### config.mk
export PLATFORM = sky130hd
export DESIGN_NAME = fde_pipe_regs
export DESIGN_NICKNAME = d
export VERILOG_FILES = /design/src/rtl/fde_pipe_regs.sv
export SDC_FILE = /design/constraint.sdc
export NUM_CORES = 1
export LEC_CHECK = 0
export CAP_MARGIN = 5
export CORE_AREA = 2 2 195 197
export CTS_CLUSTER_DIAMETER = 30
export DETAILED_ROUTE_END_ITERATION = 16
export DIE_AREA = 0 0 197 199
export PLACE_DENSITY = 0.58
export SYNTH_ARGS = -nofsm -noshare
export SYNTH_HDL_FRONTEND = slang
export SYNTH_SLANG_ARGS = --single-unit
### constraint.sdc
create_clock -name clk -period 2.2 [get_ports clk]
set_input_delay 0.22 -clock clk [delete_from_list [all_inputs] [get_ports clk]]
set_output_delay 0.22 -clock clk [all_outputs]
set_load 0.03 [all_outputs]
### src/rtl/fde_pipe_regs.sv
`default_nettype none
// ============================================================================
// Module   : fde_pipe_regs
// Brief    : PC, IF/ID and ID/EX pipeline registers for the 5-stage MIPS core.
//            Optional performance counters enabled by macro PIPE_PERF_EN.
// Revision : 1.0 - initial release
// ============================================================================
module fde_pipe_regs #(
    parameter logic [31:0] RESET_PC = 32'h0000_0000
) (
    input  logic        clk,
    input  logic        rst,
    input  logic        StallF,
    input  logic        StallD,
    input  logic        FlushE,
    input  logic        PCSrcD,
    input  logic [31:0] PCBranchD,
    input  logic [31:0] InstrF,
    input  logic [7:0]  CtrlD,
    input  logic [31:0] RD1D,
    input  logic [31:0] RD2D,
    input  logic [31:0] SignImmD,
    input  logic [4:0]  RsD,
    input  logic [4:0]  RtD,
    input  logic [4:0]  RdD,
    output logic [31:0] PCF,
    output logic [31:0] PCPlus4F,
    output logic [31:0] InstrD,
    output logic [31:0] PCPlus4D,
    output logic        ValidD,
    output logic        ValidE,
    output logic [7:0]  CtrlE,
    output logic [31:0] RD1E,
    output logic [31:0] RD2E,
    output logic [31:0] SignImmE,
    output logic [4:0]  RsE,
    output logic [4:0]  RtE,
    output logic [4:0]  RdE,
    output logic        RegWriteE,
    output logic        MemtoRegE,
    output logic [31:0] StallCnt,
    output logic [31:0] BubbleCnt
);

    logic [31:0] r_pcF;
    logic [31:0] r_instrD;
    logic [31:0] r_pcPlus4D;
    logic        r_validD;
    logic        r_validE;
    logic [7:0]  r_ctrlE;
    logic [31:0] r_rd1E;
    logic [31:0] r_rd2E;
    logic [31:0] r_signImmE;
    logic [4:0]  r_rsE;
    logic [4:0]  r_rtE;
    logic [4:0]  r_rdE;
    logic [31:0] w_pcPlus4F;

    // Wraps modulo 2^32 naturally.
    assign w_pcPlus4F = r_pcF + 32'd4;

    // A stalled PC ignores a redirect; the hazard unit re-presents it later.
    always_ff @(posedge clk) begin
        if (rst) begin
            r_pcF <= RESET_PC;
        end else if (!StallF) begin
            r_pcF <= PCSrcD ? PCBranchD : w_pcPlus4F;
        end
    end

    always_ff @(posedge clk) begin
        if (rst) begin
            r_instrD   <= 32'd0;
            r_pcPlus4D <= 32'd0;
            r_validD   <= 1'b0;
        end else if (StallD) begin
            r_instrD   <= r_instrD;
            r_pcPlus4D <= r_pcPlus4D;
            r_validD   <= r_validD;
        end else if (PCSrcD) begin
            r_instrD   <= 32'd0;
            r_pcPlus4D <= 32'd0;
            r_validD   <= 1'b0;
        end else begin
            r_instrD   <= InstrF;
            r_pcPlus4D <= w_pcPlus4F;
            r_validD   <= 1'b1;
        end
    end

    // E never holds: a flush zeroes every field, producing an inert bubble.
    always_ff @(posedge clk) begin
        if (rst || FlushE) begin
            r_validE   <= 1'b0;
            r_ctrlE    <= 8'd0;
            r_rd1E     <= 32'd0;
            r_rd2E     <= 32'd0;
            r_signImmE <= 32'd0;
            r_rsE      <= 5'd0;
            r_rtE      <= 5'd0;
            r_rdE      <= 5'd0;
        end else begin
            r_validE   <= r_validD;
            r_ctrlE    <= CtrlD;
            r_rd1E     <= RD1D;
            r_rd2E     <= RD2D;
            r_signImmE <= SignImmD;
            r_rsE      <= RsD;
            r_rtE      <= RtD;
            r_rdE      <= RdD;
        end
    end

`ifdef PIPE_PERF_EN
    logic [31:0] r_stallCnt;
    logic [31:0] r_bubbleCnt;
    logic        w_bubble;

    assign w_bubble = FlushE | (PCSrcD & ~StallD);

    always_ff @(posedge clk) begin
        if (rst) begin
            r_stallCnt  <= 32'd0;
            r_bubbleCnt <= 32'd0;
        end else begin
            if (StallF) begin
                r_stallCnt <= r_stallCnt + 32'd1;
            end
            if (w_bubble) begin
                r_bubbleCnt <= r_bubbleCnt + 32'd1;
            end
        end
    end

    assign StallCnt  = r_stallCnt;
    assign BubbleCnt = r_bubbleCnt;
`else
    assign StallCnt  = 32'd0;
    assign BubbleCnt = 32'd0;
`endif

    assign PCF       = r_pcF;
    assign PCPlus4F  = w_pcPlus4F;
    assign InstrD    = r_instrD;
    assign PCPlus4D  = r_pcPlus4D;
    assign ValidD    = r_validD;
    assign ValidE    = r_validE;
    assign CtrlE     = r_ctrlE;
    assign RD1E      = r_rd1E;
    assign RD2E      = r_rd2E;
    assign SignImmE  = r_signImmE;
    assign RsE       = r_rsE;
    assign RtE       = r_rtE;
    assign RdE       = r_rdE;
    assign RegWriteE = r_ctrlE[7];
    assign MemtoRegE = r_ctrlE[6];

endmodule
`default_nettype wire
==> flow_summary_export.csv <==
group,metric,value,unit
finish,drive_gt1_share,20.5,%
placed_design,port_buffers,439,
yosys,synth.avg_cell_area,9.71,µm²
hold_path,hold_depth,2,
floorplan,rows,71,
clocking,numCtsBuffers,56,
timing,slew_viol_final,0,
critical_path,crit_start,"PCF[2]",
grt,grt_max_degree,100,
critical_path,r2r_setup_slack,0.15,ns
outcome,outcome,"complete, but fails checks",
floorplan,core,37100,µm²
flow_run,maxCapViolations,0,
outcome,violations,"negative setup slack",
critical_path,r2r_cells,8,
finish,final_nets,1544,
finish,design_area,16100,µm²
yosys,ys_seq_area_share,53.2,%
clocking,clk_pin_slew,0.04,ns
critical_path,timing.rr.start,"PCF[4]",
timing,rsz0062_at_grt,"yes",
critical_path,slowest_delay,0.53,ns
yosys,ys_types,52,
drt,wirelength,31700,µm
hold_path,hold_class,"input port to flop",
floorplan,dieHeight,199,µm
timing,timing.final.setup_violations,20,
critical_path,critPathMaxFanout,6,
critical_path,worstPathRequired,1.98,ns
drt,drt_iter0_drc,263,
critical_path,arrival,2.28,ns
power_and_ir_drop,vdd_ir_drop_max,0.725,mV
critical_path,start_kind,"flop",
placed_design,gp_congestion,0.871,
finish,area_delta_synth_final,96.8,%
drt,remaining_drc_errors,0,
drt,firstDrtPassIters,4,
yosys,synth-seq-cells,217,
timing,max_clock_freq,399,MHz
hold_path,holdCritStartpoint,"rst",
clocking,clockBufferDepth,3,
timing,hold_viol,0,
drt,antenna_left,0,
grt,track_usage,15.4,%
timing,worst_slew_pin_slew,1.18,ns
timing,post-route-min-period,2.50,ns
clocking,clk_latency,0.58,ns
placed_design,dp_hpwl,23100,µm
finish,n_antenna_cell,0,
yosys,synth_edf_count,0,
floorplan,die-area,39200,µm²
drt,viasPerCell,4.18,
timing,whs,0.0758,ns
drt,num_vias,7850,
timing,setup_ws,-0.304,ns
critical_path,r2r-end,"PCF[31]",
hold_path,worstHoldEndpoint,"InstrD[30]",
clocking,cts.sinks,217,
timing,period_share,114,%
floorplan,ioPinCount,504,
clocking,cts_tree,"yes",
grt,globalRoute.totalOverflow,0,
clocking,htree_levels,2,
timing,slew_headroom,21.4,%
grt,antenna_found_initial,0,
critical_path,crit_path_end_kind,"primary output",
yosys,postSynthCellCount,841,
critical_path,crit_slowest_cell,"or4_4",
clocking,hold_buffers,0,
critical_path,crit_type,"flop to primary output",
yosys,ys.flop_type,"dfxtp_1",
yosys,ys_warn_count,0,
yosys,synth_area,8170,µm²
timing,skew,0.0211,ns
drt,wl_per_cell,16.9,µm
power_and_ir_drop,powerDensity,925,nW/µm²
placed_design,placed_area,13200,µm²
critical_path,crit_chain,"ha_4 > inv_2 > or4_4 > nor3_4 > xor2_2 > buf_6",
yosys,async_reset_ff_share,0,%
grt,grt_pass1_wl,46100,µm
power_and_ir_drop,finalPower,14.9,mW
power_and_ir_drop,leakage,6.56,nW
floorplan,start_util,22.0,%
floorplan,die-width,197,µm
clocking,cts_root_buf,"clkbuf_16",
grt,grt_pass1_vias,7982,
==> final cells by class <==
| cell class | count | area (µm²) |
|---|---|---|
| Timing Repair Buffer | 519 | 5110 |
| Clock buffer | 80 | 1620 |
| Inverter | 9 | 33.8 |
| Clock inverter | 26 | 462 |
| Sequential cell | 217 | 4380 |
| Fill cell | 3489 | 21100 |
| Tap cell | 474 | 593 |
| Multi-Input combinational cell | 551 | 3860 |
==> stage by stage <==
| stage | setup WS [ns] | TNS [ns] | instances | util, % |
|---|---|---|---|---|
| 2_1_floorplan | -0.0759 | -0.102 | 904 | - |
| 3_3_place_gp | 0.115 | 0 | 1733 | 35.6 |
| 3_5_place_dp | 0.0747 | 0 | 1733 | 35.6 |
| 4_1_cts | -0.327 | -5.07 | 1863 | 42.5 |
| 5_1_grt | -0.390 | -6.30 | 1876 | 43.3 |
| 6_report | -0.304 | -4.41 | 1876 | 43.3 |
==> cell usage after synthesis, drive strengths merged (6+ instances only) <==
library cell,instances,area [µm²]
a21oi,36,180
a22o,19,166
a22oi,47,353
a31oi,7,43.8
and2,121,757
and3,6,37.5
buf,82,569
clkbuf,45,170
dfxtp,217,4340
inv,8,30.0
mux2i,9,90.1
nand2,33,124
nand3,14,80.1
nand4,9,75.1
nor2,76,285
nor2b,6,37.5
nor3,14,80.1
o21ai,11,55.1
o32ai,6,52.6
xnor2,17,149
xor2,11,96.3
==> worst max-delay path, delay by kind of cell (launching register included) <==
| kind | cells | cell delay, ns |
|---|---|---|
| simple gates | 2 | 0.76 |
| fa+ha+maj | 1 | 0.16 |
| buf+inv | 2 | 0.20 |
| xor+xnor | 1 | 0.21 |
| flops | 1 | 0.39 |
==> metal layers <==
layer,vias up,share of wire [%],GRT usage (%)
li1,3768,-,-
met1,3660,36,16.2
met2,370,51,27.0
met3,52,10,6.58
met4,0,2.4,6.57
met5,-,0,0
==> logic make-up after synthesis <==
logic type	count (synthesis)	share of synthesized area (%)
xor gates and xnor gates	28	3.00
and+or+nand+nor	308	21.1
muxes	10	1.24
DFF	217	53.2
buffers and inverters	136	9.47
adders and majority gates	1	0.153
AOI/OAI and AO/OA	140	11.8
other	1	0.0459
==> state kept, by name, summed over array words and instances (netlist names) <==
| name | cells |
|---|---|
| CtrlE | 8 |
| InstrD | 32 |
| PCF | 32 |
| PCPlus4D | 32 |
| RD1E | 32 |
| RD2E | 32 |
| RdE | 5 |
| RsE | 5 |
| RtE | 5 |
| SignImmE | 32 |
| ValidD | 1 |
| ValidE | 1 |
==> repair_timing <==
action                     in CTS  in global routing
setup buffers                  23                 14
gates cloned                    1                  0
resized for setup              73                 41
pin swaps                      29                 21
setup endpoints to repair      29                 26
==> power by group <==
part / switching (mW) / internal, mW
registers: 0.0939 / 4.10
logic: 0.998 / 0.837
clock network: 2.46 / 6.36
==> placed cells by master, fill, tap and decap left out, types with 7 or more instances in the layout <==
cell type | Yosys | routed
clkbuf_16 | 0 | 56
bufinv_16 | 0 | 11
conb_1 | 1 | 64
a21oi_1 | 36 | 36
xnor2_2 | 0 | 7
buf_12 | 0 | 8
dfxtp_4 | 0 | 8
a22o_1 | 19 | 19
clkinv_2 | 0 | 11
nor2_1 | 76 | 73
dfxtp_1 | 217 | 203
and2_1 | 120 | 120
a22oi_1 | 47 | 47
o21ai_0 | 11 | 11
clkdlybuf4s50_1 | 0 | 404
mux2i_1 | 9 | 9
clkbuf_1 | 44 | 11
xnor2_4 | 0 | 9
nor3_1 | 12 | 8
nand2_1 | 33 | 28
buf_6 | 0 | 26
inv_1 | 8 | 7
buf_4 | 68 | 72
a31oi_1 | 7 | 7
nand3_1 | 12 | 8
clkbuf_8 | 0 | 13
==> worst max-delay path by stage <==
stage / endpoint / slack (ns) / cells after the start
5_1_grt: PCPlus4F[29] / -0.39 / 7
3_5_place_dp: PCPlus4F[10] / 0.07 / 4
4_1_cts: PCPlus4F[24] / -0.33 / 5
3_3_place_gp: PCPlus4F[10] / 0.12 / 4
2_1_floorplan: PCPlus4D[13] / -0.08 / 5
6_report: PCPlus4F[24] / -0.30 / 6
Power figures use the tool's default switching activity.
==> RTL change (same flow settings) <==
The option `PIPE_PERF_EN` is turned on by a define.
--- a/src/rtl/fde_pipe_regs.sv
+++ b/src/rtl/fde_pipe_regs.sv
@@ -5,6 +5,8 @@
 //            Optional performance counters enabled by macro PIPE_PERF_EN.
 // Revision : 1.0 - initial release
 // ============================================================================
+`define PIPE_PERF_EN
+
 module fde_pipe_regs #(
     parameter logic [31:0] RESET_PC = 32'h0000_0000
 ) (
Function: changed (Yosys sat finds a counterexample within 4 cycles, from zero or initial values and one cycle with rst high).
==> RTL change against the original RTL <==
The flow still finishes with violations (negative setup slack); synthesized area rose by 30%; power rose by 30%; worst setup slack improved by 26 ps; largest cell class unchanged; global-route usage rose by 4.7 points; wire length rose by 31%; sequential cell count rose by 64; critical path type unchanged; register-to-register slack got worse by 60 ps; cell area rose by 27%.
==> RTL change: results (changes against the original RTL) <==
Status
  – Status: finished with violations
  – Violated checks: negative setup slack

Global route
  – Antenna violations before repair: 3 (+3)
  – Met2 global-route usage: 35.20% (+8.2 points)
  – First-pass GRT wire length: 60580 um (+32%)
  – Vias in the first global route: 10420 (+31%)
  – Met3 Use GR: 9.037% (+2.5 points)
  – Pin count of the biggest net entering global routing: 121 (+21%)
  – Overall routing resource usage: 20.15% (+4.7 points)
  – Grt met1 use: 21.40% (+5.2 points)

Setup path
  – Crit start category: register
  – RR Endpoint: PCF[21]$_SDFFE_PP0N_
  – CP arrival: 2260 ps (-20 ps)
  – Flop2flop setup slack: 90 ps (-60 ps)
  – Launching point of the worst reg2reg path: PCF[10]$_SDFFE_PP0N_
  – Worst Setup EP: PCPlus4F[22]
  – Crit Path Max Fanout: 6 (unchanged)
  – CP max stage delay: 370 ps (-160 ps)
  – CP max-delay cell: nor4_4

Route
  – DR pass1 iterations: 5 (+1)
  – WL/cell: 18.21 um (+7.9%)
  – Initial drt markers: 457 (+74%)
  – Via count: 10560 (+34%)

Place
  – RD Place Congestion: 0.8571 (-1.6%)
  – Post-DP HPWL: 29890 um (+29%)
  – IO Port Bufs: 503 (+15%)

Synthesis
  – Netlist cell types: 57 (+9.6%)
  – Sequential area share after synthesis: 53.18% (about the same)
  – Post-synth top area cell: dfxtp_1
  – Synth area leaders: dfxtp_1 53%, and2_1 7.2%, nor2_1 5.0%
  – Post-synth top cells: 281 x dfxtp_1, 140 x nor2_1, 122 x and2_1, 60 x clkbuf_1, 51 x xnor2_1

Timing
  – Measured slew at the worst slew-check pin: 666.3 ps (-510.3 ps)
  – Final number of setup-violating endpoints: 20 (unchanged)
  – Clock Skew: 32.59 ps (+11.48 ps)
  – Slack of the critical path: -278.9 ps (+25.51 ps)
  – Tightest hold margin: 90.28 ps (+14.50 ps)

Worst hold path
  – Hold path endpoint: StallCnt[5]$_SDFFE_PP0P_

Clocking
  – Root Driver: clkbuf_16
  – Latest clock arrival within the worst-skew pair: 600 ps (+20 ps)
  – H-tree depth: 3 (+1)
  – Total CTS buffers: 80 (+43%)

Finish
  – Final layout net count: 1940 (+26%)
  – Layout cells sized above 1: 20.60% (+0.054 points)
  – Filler cells: 3227 (-7.5%)

Power and ir drop
  – Pwr Density: 941.4 nW/um^2 (+1.8%)
  – Seq power: 5.37 mW (+28%)
  – Peak supply drop: 0.7289 mV (+0.56%)
  – Leak: 7.941 nW (+21%)
  – Switching part of the total power: 23.51% (-0.42 points)
  – Power Clock: 12.1 mW (+37%)
RTL change: cell type report:
type / count / area [um^2] / area share (%)
clock inverters: 35 / 600.6 / 2.935
clock buffers: 110 / 2295 / 11.21
multi-input cells: 735 / 5131 / 25.08
well taps: 474 / 593.1 / 2.898
diodes: 1 / 2.502 / 0.01223
flip-flops and latches: 281 / 5655 / 27.64
repair buffers: 624 / 6087 / 29.75
inverters: 26 / 97.59 / 0.4769
RTL change: worst max-delay path: cells and delay by family (launching register included):
kind,cells,cell delay (ps)
xor+xnor,1,210
buf+inv,2,320
flops,1,340
simple gates,3,790
RTL change: stage by stage:
stage / utilization, % / worst slack, ps / instance area (um^2) / std cells / setup TNS [ps]
floorplan: - / -131.2 / 10760 / 1123 / -443.2
global placement: 44.81 / 45.15 / 16640 / 2094 / 0
detailed placement: 44.81 / 48.78 / 16640 / 2094 / 0
CTS: 54.02 / -275.2 / 20060 / 2263 / -4407
global route: 55.10 / -381.7 / 20460 / 2285 / -5544
finish: 55.10 / -278.9 / 20460 / 2286 / -3505
RTL change: routing by layer:
metal,vias to the layer above,wire (um)
met2,452,20910
met5,-,36
met3,81,4132
met4,6,1109
met1,4898,15430
li1,5120,-
RTL change: logic make-up (layout without fill, tap and decap cells):
kind of cell    count (synthesis)  count (layout)  synth area share (%)
fa+ha+maj                       3               3                0.3549
other cells                     0               1                     0
mux                            10              10                0.9699
xor+xnor                       76              76                 6.292
flops                         281             281                 53.18
buf+inv                       107             795                 4.021
compound gates                166             166                 10.81
simple gates                  480             480                 24.38
RTL change: timing repair:
item                                    CTS  global route
endpoints found under the setup margin   29            28
gates resized for setup                  87            53
pin swaps                                26            23
buffers inserted                         24            22
